--- config.mk ---
export PLATFORM = sky130hd
export DESIGN_NAME = obstacle_scroller
export DESIGN_NICKNAME = d
export VERILOG_FILES = /design/src/rtl/obstacle_scroller_pkg.sv /design/src/rtl/obstacle_lfsr.sv /design/src/rtl/obstacle_scroller.sv
export SDC_FILE = /design/constraint.sdc
export NUM_CORES = 1
export LEC_CHECK = 0
export BUFFER_PORTS_ARGS = -buffer_cell sky130_fd_sc_hd__buf_2
export CORE_AREA = 5 5 90 92
export CTS_CLUSTER_SIZE = 16
export DETAILED_ROUTE_END_ITERATION = 8
export DIE_AREA = 0 0 95 97
export GPL_ROUTABILITY_DRIVEN = 0
export PLACE_DENSITY = 0.45
export SLEW_MARGIN = 5
export SYNTH_ARGS = -nofsm -noshare
export SYNTH_HDL_FRONTEND = slang
export SYNTH_SLANG_ARGS = --single-unit
export TNS_END_PERCENT = 10
--- constraint.sdc ---
create_clock -name Clock -period 2.65 [get_ports Clock]
set_clock_uncertainty 0.05 [all_clocks]
set_input_delay 0.6625 -clock Clock [delete_from_list [all_inputs] [get_ports Clock]]
set_output_delay 0.6625 -clock Clock [all_outputs]
set_load 0.03 [all_outputs]
--- src/rtl/obstacle_scroller_pkg.sv ---
// obstacle_scroller_pkg
//   Shared definitions for the obstacle field stage of the car game.
//   - state_t     : 3-bit FSM encoding (IDLE, RUN, SHIFT, CHECK, OVER)
//   - LFSR_TAPS   : Galois feedback mask for x^8+x^6+x^5+x^4+1
//   - SCORE_MAX   : saturation value of the 8-bit score
//   - lfsr_next   : one Galois step (right shift, xor taps when bit 0 falls out)
//   - seed_fix    : maps the forbidden all-zero seed onto 8'h01
package obstacle_scroller_pkg;

  typedef enum logic [2:0] {
    ST_IDLE  = 3'd0,
    ST_RUN   = 3'd1,
    ST_SHIFT = 3'd2,
    ST_CHECK = 3'd3,
    ST_OVER  = 3'd4
  } state_t;

  localparam logic [7:0] LFSR_TAPS = 8'hB8;
  localparam logic [7:0] SCORE_MAX = 8'd255;

  function automatic logic [7:0] lfsr_next(input logic [7:0] q);
    logic [7:0] shifted;
    shifted = q >> 1;
    return q[0] ? (shifted ^ LFSR_TAPS) : shifted;
  endfunction

  // An all-zero state would lock the LFSR forever.
  function automatic logic [7:0] seed_fix(input logic [7:0] s);
    return (s == 8'h00) ? 8'h01 : s;
  endfunction

endpackage

--- src/rtl/obstacle_lfsr.sv ---
// obstacle_lfsr
//   8-bit Galois LFSR that supplies the random spawn pattern.
//   Ports:
//     Clock   in  1  system clock
//     Resetn  in  1  asynchronous active-low reset, loads seed
//     step    in  1  advance the sequence by one state
//     seed    in  8  reset value (zero is replaced by 8'h01)
//     q       out 8  current LFSR state
module obstacle_lfsr
  import obstacle_scroller_pkg::*;
(
  input  logic       Clock,
  input  logic       Resetn,
  input  logic       step,
  input  logic [7:0] seed,
  output logic [7:0] q
);

  logic [7:0] lfsr_reg;

  always_ff @(posedge Clock or negedge Resetn) begin
    if (!Resetn) begin
      lfsr_reg <= seed_fix(seed);
    end else if (step) begin
      lfsr_reg <= lfsr_next(lfsr_reg);
    end
  end

  assign q = lfsr_reg;

endmodule

--- src/rtl/obstacle_scroller.sv ---
// obstacle_scroller
//   Advances the car game's obstacle field on each speed tick, spawns a
//   pseudo-random top row, detects car/obstacle collisions, counts cleared
//   rows and holds game-over until restart.
//   Ports:
//     Clock       in   1           system clock
//     Resetn      in   1           asynchronous active-low reset
//     Tick        in   1           one-cycle move pulse from the speed stage
//     Start       in   1           level, begin/restart a game
//     PlayerLane  in   3           car lane, values >= LANES clamp to LANES-1
//     Obstacles   out  ROWS*LANES  field, row r lane l at bit r*LANES+l
//     Collision   out  1           one-cycle pulse on crash
//     GameOver    out  1           high from crash until restart/reset
//     Running     out  1           high in RUN/SHIFT/CHECK
//     Score       out  8           cleared non-empty rows, saturating
module obstacle_scroller
  import obstacle_scroller_pkg::*;
#(
  parameter int         ROWS  = 8,
  parameter int         LANES = 3,
  parameter int         GAP   = 1,
  parameter logic [7:0] SEED  = 8'hA5
) (
  input  logic                  Clock,
  input  logic                  Resetn,
  input  logic                  Tick,
  input  logic                  Start,
  input  logic [2:0]            PlayerLane,
  output logic [ROWS*LANES-1:0] Obstacles,
  output logic                  Collision,
  output logic                  GameOver,
  output logic                  Running,
  output logic [7:0]            Score
);

  localparam int FW = ROWS * LANES;

  state_t          state_reg, state_next;
  logic [FW-1:0]   field_reg, field_next;
  logic [7:0]      score_reg, score_next;
  logic [3:0]      gap_reg, gap_next;
  logic            collision_reg, collision_next;

  logic [7:0]      lfsr_q;
  logic            lfsr_step;

  logic [2:0]      lane_eff;
  logic [LANES-1:0] bottom_row;
  logic [7:0]      bottom_pad;
  logic            bottom_hit;
  logic [LANES-1:0] spawn_pat;
  logic [3:0]      gap_after;
  logic [FW-1:0]   shifted;
  logic [8:0]      score_inc;
  logic [7:0]      score_sat;

  obstacle_lfsr u_lfsr (
    .Clock  (Clock),
    .Resetn (Resetn),
    .step   (lfsr_step),
    .seed   (SEED),
    .q      (lfsr_q)
  );

  // Only the low LANES bits of the LFSR feed the spawn pattern.
  generate
    if (LANES < 8) begin : g_unused
      logic unused_lfsr_bits;
      assign unused_lfsr_bits = ^lfsr_q[7:LANES];
    end
  endgenerate

  // Compare in 4 bits so LANES=8 does not wrap to zero.
  assign lane_eff = ({1'b0, PlayerLane} >= 4'(LANES)) ? 3'(LANES - 1) : PlayerLane;

  assign bottom_row = field_reg[(ROWS-1)*LANES +: LANES];

  // Pad the bottom row to 8 bits so the 3-bit lane index fits exactly.
  always_comb begin
    bottom_pad = '0;
    bottom_pad[LANES-1:0] = bottom_row;
  end
  assign bottom_hit = bottom_pad[lane_eff];

  // Spawn pattern and gap counter update used by SHIFT.
  always_comb begin
    spawn_pat = '0;
    gap_after = gap_reg;
    if (gap_reg != 4'd0) begin
      gap_after = gap_reg - 4'd1;
    end else begin
      spawn_pat = lfsr_q[LANES-1:0];
      // Never block every lane: the car must always have an escape.
      if (&spawn_pat) begin
        spawn_pat[0] = 1'b0;
      end
      if (|spawn_pat) begin
        gap_after = 4'(GAP);
      end
    end
  end

  // Field moves down one row; the new pattern enters at row 0.
  assign shifted[LANES-1:0] = spawn_pat;
  genvar gi;
  generate
    for (gi = 1; gi < ROWS; gi++) begin : g_shift
      assign shifted[gi*LANES +: LANES] = field_reg[(gi-1)*LANES +: LANES];
    end
  endgenerate

  assign score_inc = {1'b0, score_reg} + 9'd1;
  assign score_sat = (score_inc > {1'b0, SCORE_MAX}) ? SCORE_MAX : score_inc[7:0];

  always_ff @(posedge Clock or negedge Resetn) begin
    if (!Resetn) begin
      state_reg     <= ST_IDLE;
      field_reg     <= '0;
      score_reg     <= '0;
      gap_reg       <= '0;
      collision_reg <= 1'b0;
    end else begin
      state_reg     <= state_next;
      field_reg     <= field_next;
      score_reg     <= score_next;
      gap_reg       <= gap_next;
      collision_reg <= collision_next;
    end
  end

  always_comb begin
    state_next     = state_reg;
    field_next     = field_reg;
    score_next     = score_reg;
    gap_next       = gap_reg;
    collision_next = 1'b0;
    lfsr_step      = 1'b0;

    case (state_reg)
      ST_IDLE: begin
        if (Start) begin
          state_next = ST_RUN;
          field_next = '0;
          score_next = '0;
        end
      end

      ST_RUN: begin
        // A crash caused by steering beats a simultaneous tick.
        if (bottom_hit) begin
          state_next     = ST_OVER;
          collision_next = 1'b1;
        end else if (Tick) begin
          state_next = ST_SHIFT;
        end
      end

      ST_SHIFT: begin
        field_next = shifted;
        gap_next   = gap_after;
        lfsr_step  = 1'b1;
        if (|bottom_row) begin
          score_next = score_sat;
        end
        state_next = ST_CHECK;
      end

      ST_CHECK: begin
        if (bottom_hit) begin
          state_next     = ST_OVER;
          collision_next = 1'b1;
        end else begin
          state_next = ST_RUN;
        end
      end

      ST_OVER: begin
        // Restart clears like IDLE entry and resumes play immediately.
        if (Start) begin
          state_next = ST_RUN;
          field_next = '0;
          score_next = '0;
        end
      end

      default: begin
        state_next = ST_IDLE;
      end
    endcase
  end

  assign Obstacles = field_reg;
  assign Collision = collision_reg;
  assign GameOver  = (state_reg == ST_OVER);
  assign Running   = (state_reg == ST_RUN) || (state_reg == ST_SHIFT) || (state_reg == ST_CHECK);
  assign Score     = score_reg;

endmodule

* After elaboration in Yosys (flattened, before gate mapping)
Index checks and enable logic that the tools add are counted.
Word-level totals: register bits after elaboration 48, bits in latches 0, memory bits (writable) 0, memory bits (read-only) 0, input port bits 7, output and inout port bits 35, word-level logic and storage cells 57, memories 0
Operators by class: add/subtract/negate cells 2, $mul 0, divide/modulo/power cells 0, order comparisons 3, equality and inequality tests 7, shift operators 0, multiplexer cells 23, bitwise logic cells 1, reduce and logical (&&, ||, !) cells 15
Operator list (number):
- $pmux W24 S2 | 1
- $mux W8 | 4
- $mux W24 | 1
- $mux W3 | 6
- $pmux W8 S2 | 1
- $pmux W3 S4 | 1
- $add A8 B1 Y9 const B | 1
- $gt A9 B8 Y1 const B | 1
- $mux W4 | 2
- $eq A3 B2 Y1 const B | 2
- $mux W1 | 6
- $reduce_and A2 Y1 | 3
- $reduce_and A3 Y1 | 2
- $reduce_or A3 Y1 | 2
- $lt A3 B4 Y1 const B | 1
- $not A3 Y4 | 1
- $reduce_bool A2 Y1 | 2
- $reduce_bool A4 Y1 | 1
- $reduce_or A2 Y1 | 2
- $sub A4 B1 Y4 const B | 1
- $bmux W1 S3 | 1
- $eq A3 B1 Y1 const B | 1
- $eq A3 B3 Y1 const B | 1
- $ge A3 B2 Y1 const B | 1
- other kinds (5) | 6

* Depth between registers and ports, before layout
Gate-level depths: netlist of run 1.
depth in word-level cells 6, mapped depth 7, depth with buffers taken out 5

* Worst setup path before layout of run 1
Ideal clock, no wire load.
path kind reg-to-reg, from reg state_reg[0], to reg score_reg[0] (netlist: Score[0]), library setup time 0.125 ns, data arrival time 1.931 ns, path slack 0.544 ns, cell stages (with the launch flop) 8, buffers on the path 3, clock period less this slack 2.106 ns, path through dfrtp_1 > buf_2 > or3b_1 > buf_2 > or4_4 > buf_6 > nand2_1 > mux2_2
On the way: cells in the longest elaborated chain, start to end 4, elaborated cells between the ends (all ways) 9
RTL lines:
- from (decl) | RTL line obstacle_scroller.sv:38 | state_t state_reg, state_next;
- from (signal assigned) | RTL line obstacle_scroller.sv:123 | state_reg <= state_next;
- $eq A3 B3 Y1 / $logic_not A3 Y1 (equally long branches) | RTL line obstacle_scroller.sv:139 | case (state_reg)
- $reduce_or A2 Y1 (no source line)
- $ne A2 B1 Y1 (no source line) / $reduce_bool A2 Y1 (equally long branches)
- $reduce_and A3 Y1 (no source line)
- to (signal assigned) | RTL line obstacle_scroller.sv:125 | score_reg <= score_next;
- to (decl) | RTL line obstacle_scroller.sv:40 | logic [7:0] score_reg, score_next;
Parallel ways exist; a longest one is shown, timed or not. A chain may end at the register's enable or synchronous reset.

* Final worst setup path of run 1
from reg state_reg[0], to out GameOver
On the way: cells in the longest elaborated chain, start to end 1
RTL lines:
- $eq A3 B3 Y1 | RTL line obstacle_scroller.sv:194 | assign GameOver = (state_reg == ST_OVER);
- to (decl) | RTL line obstacle_scroller.sv:31 | output logic GameOver,
No other way between the ends.

==> impl_metrics.ini, run 1 <==
[power]
power_mw = 1.93
p_leak_nw = 1.28
power_density_nw_per_um2 = 770
peakVddDrop_mv = 0.301

[route]
wl_per_cell_um = 14.7
ant_nets = 0
num_vias = 1572
first_pass_iters = 4
viasPerCell = 4.85
drt_iter0_drc = 78
drc = 0
totalWireLength_mm = 4.77

[synth]
ys_seq_area_frac = 0.583
synth_compound_area_frac = 0.214
yosysMostFrequentCell = dfrtp_1
syn_area_um2 = 2070
synth_fp_nets = 189
synthFlopType = dfrtp_1
synth_top_family_by_area = compound AO/OA/AOI/OAI gates
synthSimpleGateAreaFrac = 0.127
synth_cell_types = 42
synth-xor-area-share = 0.0169
syn_inst = 180
synth_area_leaders = dfrtp_1 (53%), a22o_1 (8.9%), dfstp_2 (5.1%), nand2_1 (4.2%), a21oi_1 (1.7%)
synth_edf_count = 0
yosysWarnings = 0
synth.top_cell.area_share = 0.532
synth_fa_ha_area_frac = 0.0121
ys_ff_latch = 48
synth_top_area_cell = dfrtp_1
synth_area_per_cell_um2 = 11.5
synth_common_cells = dfrtp_1 (44), nand2_1 (23), a22o_1 (21)
async_flop_share = 1.00
synthMuxAreaShare = 0.0163

[setup_path]
path_max_fanout = 8
critPathArrivalTime_ps = 1590
cp-start-kind = flop
path_cells = nor2_1 -> nand2_1 -> inv_1 -> buf_2
slowest_stage = dfrtp_1
path_class = flop to primary output
cp-end-kind = primary output
critical-path-max-stage-delay_ps = 470
crit_family = simple AND/OR/NAND/NOR gates
path_buf_inv = 2
crit_required_ps = 1940

[status]
status = finished clean

[final_layout]
syn2layout_area_growth_pct = 21.4
antenna_cells = 0
drive_gt1_frac = 0.289
fin_nets = 233
fin_cells = 324
final_area_um2 = 2510
largest_register_ffs = 24

[clock_network]
cts_setup_buffers = 0
cts-root-buf = clkbuf_8
cts_tree = yes
cts_max_level = 2
cts_sinks = 48
postCtsHoldBufs = 0
cts_buffers = 5
cts_resized = 0
clockBufferDepth = 2
clk_pin_slew_ps = 90
clkLatencyLatePin_ps = 290

[timing]
finalSetupViolations = 0
timing.final.crit_share = 0.870
worstMarginPinSlew_ps = 623
fmax_mhz = 434
fin_hold_ws_ps = 201
rsz0062_at_grt = no
report.final.hold_viol_count = 0
drv_slew = 0
max_slew_margin = 0.581
final.min_clock_period_ps = 2310
tns_ps = 0

[place]
port_buffers = 41
dp_hpwl_mm = 3.35
place_area_um2 = 2400
dpl.cell_count = 316

[grt]
track_usage = 0.108
grt_max_degree = 29
antenna_found_initial = 0
grt-ovfl-total = 0
grt_pass1_vias = 1544
grt_pass1_wl_mm = 8.03

[die]
fp.coreArea_um2 = 7140
die_x_um = 95
start_util = 0.290
std_cell_rows = 31
die_h_um = 97
die-area_um2 = 9220
io_pins = 42

[job]
max_cap_violations = 0

[min_path]
hp-class = input pin to async pin
==> worst reg2reg max path, cell delays in order (launching register included) <==
cell and delay, ps:
dfrtp_1 490, or3b_1 420, or4_4 500, nand2_1 130, mux2_2 340
==> cell families (layout without fill, tap and decap cells) <==
logic type	Yosys count	count (layout)
mux	3	3
xor+xnor	4	4
compound gates	58	58
fa+ha+maj	2	2
simple gates	51	51
buf+inv	14	59
flops	48	48
==> path summary, 6_finish.rpt <==
path,startpoint,to,slack (ps),cells after the start
hold reg to reg,u_lfsr.q[7]$_DFFE_PN1P_,u_lfsr.q[7]$_DFFE_PN1P_,420,2
max in group asynchronous,Resetn,Obstacles[5]$_DFFE_PN0P_,1770,2
setup reg to reg,state_reg[2]$_DFFE_PN0P_,Score[1]$_DFFE_PN0P_,620,4
setup / recovery,state_reg[0]$_DFFE_PN0P_,GameOver,340,4
min in group Clock,u_lfsr.q[7]$_DFFE_PN1P_,u_lfsr.q[7]$_DFFE_PN1P_,420,2
hold / removal,Resetn,state_reg[2]$_DFFE_PN0P_,200,1
==> area by class of cell <==
cell class	count	area (µm²)
Multi-Input combinational cell	118	803
Clock buffer	6	72.6
Inverter	3	11.3
Clock inverter	2	35.0
Sequential cell	48	1210
Tap cell	99	124
Timing Repair Buffer	48	258
Fill cell	740	4630
==> layer usage <==
metal,GRT usage,routed length (µm),share of wire
met5,0,0,0
met4,0.0233,44,0.0092
met3,0.0318,271,0.057
met2,0.163,2080,0.44
met1,0.153,2380,0.50
==> cells in the final DEF, fill, tap and decap left out, types with 3 or more instances in the layout <==
master | synthesis | routed
a211oi_1 | 4 | 4
a21oi_1 | 7 | 7
a22o_1 | 21 | 21
a31oi_1 | 4 | 4
a41oi_1 | 3 | 3
and3_1 | 4 | 4
buf_2 | 3 | 41
buf_4 | 0 | 7
clkbuf_8 | 0 | 5
dfrtp_1 | 44 | 44
dfstp_2 | 4 | 4
inv_1 | 3 | 3
mux2_2 | 3 | 3
nand2_1 | 23 | 23
nor2_1 | 6 | 6
o21ai_0 | 5 | 5
xnor2_1 | 3 | 3
==> through the flow <==
step / setup slack [ps] / utilization
2_1_floorplan: 544 / -
5_1_grt: 192 / 0.352
3_5_place_dp: 643 / 0.337
3_3_place_gp: 665 / 0.337
4_1_cts: 306 / 0.352
6_report: 344 / 0.352
==> power breakdown <==
group,switching [mW],total (mW),leakage [nW],internal (mW)
clock,0.244,0.525,0.0552,0.280
sequential,0.0650,0.839,0.649,0.774
combinational,0.379,0.570,0.574,0.190
No activity file was read; power rests on OpenSTA's default activity.
==> run 2, diff against run 1 <==
==> constraint.sdc (replaced) <==
create_clock -name Clock -period 2.65 [get_ports Clock]
set_clock_uncertainty 0.05 [all_clocks]
set_input_delay 0.795 -clock Clock [delete_from_list [all_inputs] [get_ports Clock]]
set_output_delay 0.795 -clock Clock [all_outputs]
set_load 0.03 [all_outputs]
==> run 2 against run 1 <==
Net effect: critical path depth stayed put; critical path type unchanged; final cell count is 0.31% higher; sequential cell count stayed put; highest routed layer unchanged.
==> impl_metrics.ini, run 2 (synthesized netlist as in run 1, its figures left out) <==
[status]
status = finished clean

[grt]
antenna_found_initial = 0
track_usage = 0.102
grt_max_degree = 29
grt-ovfl-total = 0
grt_pass1_vias = 1540
grt_pass1_wl_mm = 7.78

[setup_path]
cp-end-kind = primary output
critical-path-max-stage-delay_ps = 470
rr_worst_depth = 4
path_buf_inv = 2
cp.depth = 4
slowest_stage = dfrtp_1
critPathArrivalTime_ps = 1320
path_class = flop to primary output
cp-start-kind = flop
crit_family = flip-flops
path_max_fanout = 8
path_cells = nor2_1 -> nand2_1 -> inv_1 -> buf_2
crit_required_ps = 1810

[timing]
fin_hold_ws_ps = 411
timing.final.crit_share = 0.818
fmax_mhz = 461
drv_slew = 0
worstMarginPinSlew_ps = 660
final.min_clock_period_ps = 2170
max_slew_margin = 0.556
finalSetupViolations = 0
rsz0062_at_grt = no
report.final.hold_viol_count = 0
tns_ps = 0

[clock_network]
cts_sinks = 48
cts-root-buf = clkbuf_8
cts_resized = 0
clk_pin_slew_ps = 90
postCtsHoldBufs = 0
cts_setup_buffers = 0
cts_tree = yes
clkLatencyLatePin_ps = 290
clockBufferDepth = 2
cts_max_level = 2
cts_buffers = 5

[die]
std_cell_rows = 31
io_pins = 42
fp.coreArea_um2 = 7140
die_h_um = 97
die_x_um = 95
die-area_um2 = 9220
start_util = 0.290

[route]
drt_iter0_drc = 43
drc = 0
num_vias = 1559
wl_per_cell_um = 14.0
totalWireLength_mm = 4.56
viasPerCell = 4.80
ant_nets = 0
first_pass_iters = 4

[power]
power_density_nw_per_um2 = 769
peakVddDrop_mv = 0.212
p_leak_nw = 1.29

[place]
place_area_um2 = 2420
port_buffers = 41
dp_hpwl_mm = 3.24

[job]
max_cap_violations = 0

[min_path]
hold_path_depth = 2
hp-class = flop to flop

[final_layout]
final_area_um2 = 2530
final_cell_mix = dfrtp_1 (44), buf_2 (41), nand2_1 (23)
largest_register_ffs = 24
syn2layout_area_growth_pct = 22.5
antenna_cells = 0
fin_nets = 234
final_common_cell = dfrtp_1
drive_gt1_frac = 0.296
## run 2: path summary, 6_finish.rpt
check	start	endpoint	slack (ps)
max	state_reg[0]$_DFFE_PN0P_	GameOver	480
min	u_lfsr.q[7]$_DFFE_PN1P_	u_lfsr.q[7]$_DFFE_PN1P_	410
max reg2reg	state_reg[0]$_DFFE_PN0P_	Score[0]$_DFFE_PN0P_	630
min reg2reg	u_lfsr.q[7]$_DFFE_PN1P_	u_lfsr.q[7]$_DFFE_PN1P_	410
max in group asynchronous	Resetn	Obstacles[23]$_DFFE_PN0P_	1590
min in group asynchronous	Resetn	Collision$_DFF_PN0_	440
## run 2: layout make-up
cell class,instances,area [µm²]
inverter,3,11.3
tap,99,124
fill,759,4600
clock inverter,3,42.5
timing repair buffer,49,278
clock buffer,5,68.8
sequential,48,1210
multi-input combinational,118,803
## run 2: per-stage QoR
stage / setup WS [ps] / utilization / cells / power (mW)
final: 481 / 0.355 / 325 / 1.95
after global routing: 362 / 0.355 / 325 / 2.07
after CTS: 449 / 0.355 / 325 / 1.99
after detailed placement: 531 / 0.339 / 317 / 1.45
after global placement: 528 / 0.339 / 317 / 1.45
after floorplan: 544 / - / 180 / 1.25
## run 2: tightest hold or removal path: stages, from the launching register on
cell     delay, ps
dfstp_2        380
nand2_1         50
nand2_1         40
## run 2: metal layers
metal / share of wire / up-vias / GRT usage / wire, µm
met2: 0.43 / 44 / 0.149 / 1960
met3: 0.056 / 2 / 0.0272 / 257
met4: 0.0028 / 0 / 0.0166 / 13
met1: 0.51 / 756 / 0.154 / 2330
li1: - / 757 / - / -
met5: 0 / - / 0 / 0
## run 2: where the power goes
group	total, mW	switching (mW)	internal, mW
Combinational	0.589	0.383	0.206
Clock	0.524	0.244	0.279
Sequential	0.835	0.0611	0.774
